<file path="config.mk">
export PLATFORM = sky130hd
export DESIGN_NAME = serial_frame_receiver
export DESIGN_NICKNAME = d
export VERILOG_FILES = /design/src/rtl/serial_frame_receiver.sv
export SDC_FILE = /design/constraint.sdc
export NUM_CORES = 1
export LEC_CHECK = 0
export ABC_AREA = 1
export CELL_PAD_IN_SITES_DETAIL_PLACEMENT = 1
export CELL_PAD_IN_SITES_GLOBAL_PLACEMENT = 1
export CORE_MARGIN = 3
export CORE_UTILIZATION = 41
export CTS_CLUSTER_DIAMETER = 80
export DETAILED_ROUTE_END_ITERATION = 8
export PLACE_DENSITY = 0.89
export SLEW_MARGIN = 20
export SYNTH_ARGS = -nofsm -noshare
export SYNTH_HDL_FRONTEND = slang
export SYNTH_SLANG_ARGS = --single-unit
</file>
<file path="constraint.sdc">
create_clock -name clk -period 2.1 [get_ports clk]
set_input_delay 0.21 -clock clk [delete_from_list [all_inputs] [get_ports clk]]
set_output_delay 0.21 -clock clk [all_outputs]
set_load 0.05 [all_outputs]
</file>
<file path="src/rtl/serial_frame_receiver.sv">
// ============================================================================
// Module   : serial_frame_receiver
// Purpose  : Start/data/parity/stop deserializer with valid pulse, error flags
//            and a wrapping frame counter.
// Revision : 1.0 - initial release
// ============================================================================
`default_nettype none

module serial_frame_receiver #(
   parameter int DATA_WIDTH = 8,
   parameter int PARITY_EN  = 1,
   parameter int PARITY_ODD = 0
) (
   input  logic                  clk,
   input  logic                  reset,
   input  logic                  serial_in,
   output logic [DATA_WIDTH-1:0] data_out,
   output logic                  data_valid,
   output logic                  parity_err,
   output logic                  frame_err,
   output logic                  busy,
   output logic [7:0]            frame_count
);

   localparam int CNT_W = $clog2(DATA_WIDTH) + 1;
   localparam logic [CNT_W-1:0] C_LAST_BIT = CNT_W'(DATA_WIDTH - 1);

   typedef enum logic [1:0] {
      S_IDLE   = 2'd0,
      S_DATA   = 2'd1,
      S_PARITY = 2'd2,
      S_STOP   = 2'd3
   } state_t;

   state_t                state_q,       state_d;
   logic [CNT_W-1:0]      bit_cnt_q,     bit_cnt_d;
   logic [DATA_WIDTH-1:0] shift_q,       shift_d;
   logic                  par_bit_q,     par_bit_d;
   logic [DATA_WIDTH-1:0] data_out_q,    data_out_d;
   logic                  data_valid_q,  data_valid_d;
   logic                  parity_err_q,  parity_err_d;
   logic                  frame_err_q,   frame_err_d;
   logic                  busy_q,        busy_d;
   logic [7:0]            frame_count_q, frame_count_d;

   always_comb begin
      state_d       = state_q;
      bit_cnt_d     = bit_cnt_q;
      shift_d       = shift_q;
      par_bit_d     = par_bit_q;
      data_out_d    = data_out_q;
      data_valid_d  = 1'b0;
      parity_err_d  = parity_err_q;
      frame_err_d   = frame_err_q;
      frame_count_d = frame_count_q;

      case (state_q)
         S_IDLE: begin
            if (serial_in) begin
               state_d   = S_DATA;
               bit_cnt_d = '0;
            end
         end
         S_DATA: begin
            // LSB-first: each data bit lands at the position given by bit_cnt
            for (int i = 0; i < DATA_WIDTH; i++) begin
               if (bit_cnt_q == CNT_W'(i)) begin
                  shift_d[i] = serial_in;
               end
            end
            bit_cnt_d = bit_cnt_q + CNT_W'(1);
            if (bit_cnt_q == C_LAST_BIT) begin
               state_d = (PARITY_EN != 0) ? S_PARITY : S_STOP;
            end
         end
         S_PARITY: begin
            par_bit_d = serial_in;
            state_d   = S_STOP;
         end
         S_STOP: begin
            data_out_d    = shift_q;
            data_valid_d  = 1'b1;
            frame_err_d   = serial_in;
            parity_err_d  = (PARITY_EN != 0) &&
                            ((^shift_q) ^ par_bit_q ^ (PARITY_ODD != 0));
            frame_count_d = frame_count_q + 8'd1;
            state_d       = S_IDLE;
         end
         default: state_d = S_IDLE;
      endcase

      busy_d = (state_d != S_IDLE);
   end

   always_ff @(posedge clk) begin
      if (reset) begin
         state_q       <= S_IDLE;
         bit_cnt_q     <= '0;
         shift_q       <= '0;
         par_bit_q     <= 1'b0;
         data_out_q    <= '0;
         data_valid_q  <= 1'b0;
         parity_err_q  <= 1'b0;
         frame_err_q   <= 1'b0;
         busy_q        <= 1'b0;
         frame_count_q <= 8'd0;
      end else begin
         state_q       <= state_d;
         bit_cnt_q     <= bit_cnt_d;
         shift_q       <= shift_d;
         par_bit_q     <= par_bit_d;
         data_out_q    <= data_out_d;
         data_valid_q  <= data_valid_d;
         parity_err_q  <= parity_err_d;
         frame_err_q   <= frame_err_d;
         busy_q        <= busy_d;
         frame_count_q <= frame_count_d;
      end
   end

   assign data_out    = data_out_q;
   assign data_valid  = data_valid_q;
   assign parity_err  = parity_err_q;
   assign frame_err   = frame_err_q;
   assign busy        = busy_q;
   assign frame_count = frame_count_q;

endmodule

`default_nettype wire
</file>
==> flow_metrics.tcl <==
set metrics [dict create \
    rrSetupSlack_ps 570 \
    routed_wl_mm 3.804 \
    max-vdd-ir-drop_mv 0.3739 \
    grt_pass1_vias 1477 \
    antenna_cells 0 \
    cts_setup_buffers 0 \
    grt_overflow 0 \
    synth_compound_area_frac 0.1645 \
    clk_pin_slew_ps 70 \
    ys_ff_latch 35 \
    cts_resized 0 \
    multi_input_area_um2 720.7 \
    die-area_mm2 0.004579 \
    cts_tree "built" \
    crit_path_cell_trace "clkdlybuf4s50_1" \
    via_count 1468 \
    finalSetupViolations 0 \
    postCtsHoldBufs 0 \
    wl_met1_mm 1.791 \
    async_flop_share 0 \
    highest_layer "met4" \
    tns_ps 0 \
    rows 21 \
    worst_slew_margin_rel 0.6603 \
    grt_pass1_wl_mm 6.596 \
    fin_skew_ps 3.867 \
    postLayoutCoreUtil 0.5464 \
    antenna_found_initial 0 \
    synthSimpleGateAreaFrac 0.2520 \
    drt-pass1-iter-count 4 \
    htree_levels 2 \
    grt_max_degree 26 \
    endpoint_kind "output port" \
    gp_congestion 0.8065 \
    synth_adder_area_share 0.04013 \
    crit_path_max_incr_delay_ps 850 \
    cts.sinks 35 \
    insertion_delay_ps 290 \
    p_per_area_mw_per_mm2 650.2 \
    syn_area_per_cell_um2 7.251 \
    post-route-min-period_ps 1765 \
    synth_xor_area_frac 0.005618 \
    synth_cell_types 26 \
    seqCellArea_um2 700.7 \
    netlist_area_mm2 0.001559 \
    port_buffers 22 \
    core_mm2 0.003495 \
    max_freq_ghz 0.5667 \
    yosys_warnings 0 \
    startpoint_type "flip-flop" \
    synth-edff-count 0 \
    start_util 0.4461 \
    worst-setup-path-type "reg -> out" \
    synth.top_cell.area_share 0.4494 \
    io_pins 23 \
    fillers 446 \
    final_hold_viol_count 0 \
    whs_ps 490.7 \
    hold_class "reg -> reg" \
    status "finished, final reports clean" \
    finalCritPeriodShare 0.8404 \
    yosys.area.top_type "dfxtp_1" \
    synthFlopType "dfxtp_1" \
    cap_violations 0 \
    yosysMostFrequentCell "nand2_1" \
    fp.dieH_um 67.67 \
    critPathMaxFanout 6 \
    synth_top_family_by_area "simple AND/OR/NAND/NOR gates" \
    synthCells 215 \
    synth_mux_area_frac 0 \
    grtUsageTotal 0.1938 \
    final_nets 249 \
    syn_to_final_growth_pct 22.47 \
    slew_violations 0 \
    cp.arrival_ps 1550 \
    synthesis.nets 223 \
    yosys-top-cells-area "dfxtp_1 45%, nand2_1 9.9%, a21oi_1 7.7%, o21ai_0 7.4%, inv_1 6.5%" \
    clk_path_buf_depth 2 \
    rsz0062_at_grt "no" \
    cts_buffers 5 \
    leakagePower_nw 0.7618 \
    required_ps 1890 \
    slowest_stage "clkdlybuf4s50_1" \
    crit_buf_inv 1 \
    crit_family "buffers and inverters" \
    wl_met3_um 121 \
    synth_commonest_cells "41 x nand2_1, 35 x dfxtp_1, 27 x inv_1" \
    vias_per_cell 5.097 \
    wl_per_cell_um 13.21 \
    postRouteAntennaNets 0 \
    tightest_slew_ps 508.0 \
    drc_errors 0 \
    power_w 0.001241 \
    cts-root-buf "clkbuf_8" \
    post-dp-hpwl_mm 2.804 \
    seq_area_frac_synth 0.4494 \
    die_x_um 67.67 \
    drive_above_1_share 0.06612 \
    wl_met2_mm 1.842 \
    drt_iter0_markers 63 \
]
[cell families after synthesis]
family	count (synthesis)
AND/OR/NAND/NOR	89
AO/OA/AOI/OAI	50
buffers and inverters	35
flip-flops	35
adder cells (fa/ha/maj)	5
XOR/XNOR	1
[worst min-delay path: stages, from the launching register on]
cell	delay [ps]
dfxtp_1	330
nor2_1	50
nor2_1	80
[per-stage QoR]
step / std cells / area, um^2 / setup slack (ps)
6_report: 288 / 1909 / 335.3
3_3_place_gp: 280 / 1828 / 521.7
2_1_floorplan: 215 / 1559 / 574.3
4_1_cts: 288 / 1909 / 314.4
3_5_place_dp: 280 / 1828 / 476.7
5_1_grt: 288 / 1909 / 244.8
[registers in the layout, summed over array words and instances (netlist names)]
register	flops
data_out	8
frame_count	8
shift_q	8
bit_cnt_q	4
state_q	2
busy	1
data_valid	1
frame_err	1
par_bit_q	1
parity_err	1
[cells in the final DEF (no fill, tap or decap)]
cell	Yosys	layout
nand2_1	41	41
o21ai_0	23	23
nor3_1	4	4
inv_2	1	1
inv_1	27	27
nor4_1	1	1
o21ai_2	1	1
nand2_2	1	1
nand4_1	1	1
ha_1	5	5
nand3_2	1	1
dfxtp_1	35	35
clkinv_2	1	2
nor2_4	1	1
nand2_4	1	1
clkbuf_8	0	5
clkbuf_1	1	2
a211oi_1	1	1
clkdlybuf4s50_1	0	22
nand3b_1	1	1
nor3_2	1	1
nor2_1	24	24
buf_4	0	2
xor2_1	1	1
nand3_1	12	12
a21oi_1	24	24
clkinv_1	1	1
o21ai_1	1	1
[cell type report]
cell class                      count  share of cell area
Clock buffer                        7             0.03997
Clock inverter                      1            0.002621
Inverter                           30             0.05963
Multi-Input combinational cell    145              0.3775
Sequential cell                    35              0.3670
Tap cell                           46             0.03014
Timing Repair Buffer               24              0.1232
[worst paths after layout]
| check | cells after the start | startpoint | endpoint |
|---|---|---|---|
| worst max-delay path | 1 | frame_count[4] | frame_count[4] |
| worst min-delay path | 2 | data_out[7] | data_out[7] |
| worst max register to register | 7 | state_q[0] | frame_count[6] |
| worst min register to register | 2 | data_out[7] | data_out[7] |
[routing by layer]
metal / global-route usage / vias up
met5: 0 / -
met1: 0.2437 / 699
li1: - / 744
met4: 0.08354 / 0
met3: 0.05990 / 6
met2: 0.3038 / 19
[report_power, final]
part,leakage [nW],switching (W),internal (W)
clock network,0.0422,0.000241,0.000233
logic,0.437,0.0000577,0.0000286
registers,0.283,0.00000840,0.000673
No activity file was read; power rests on OpenSTA's default activity.
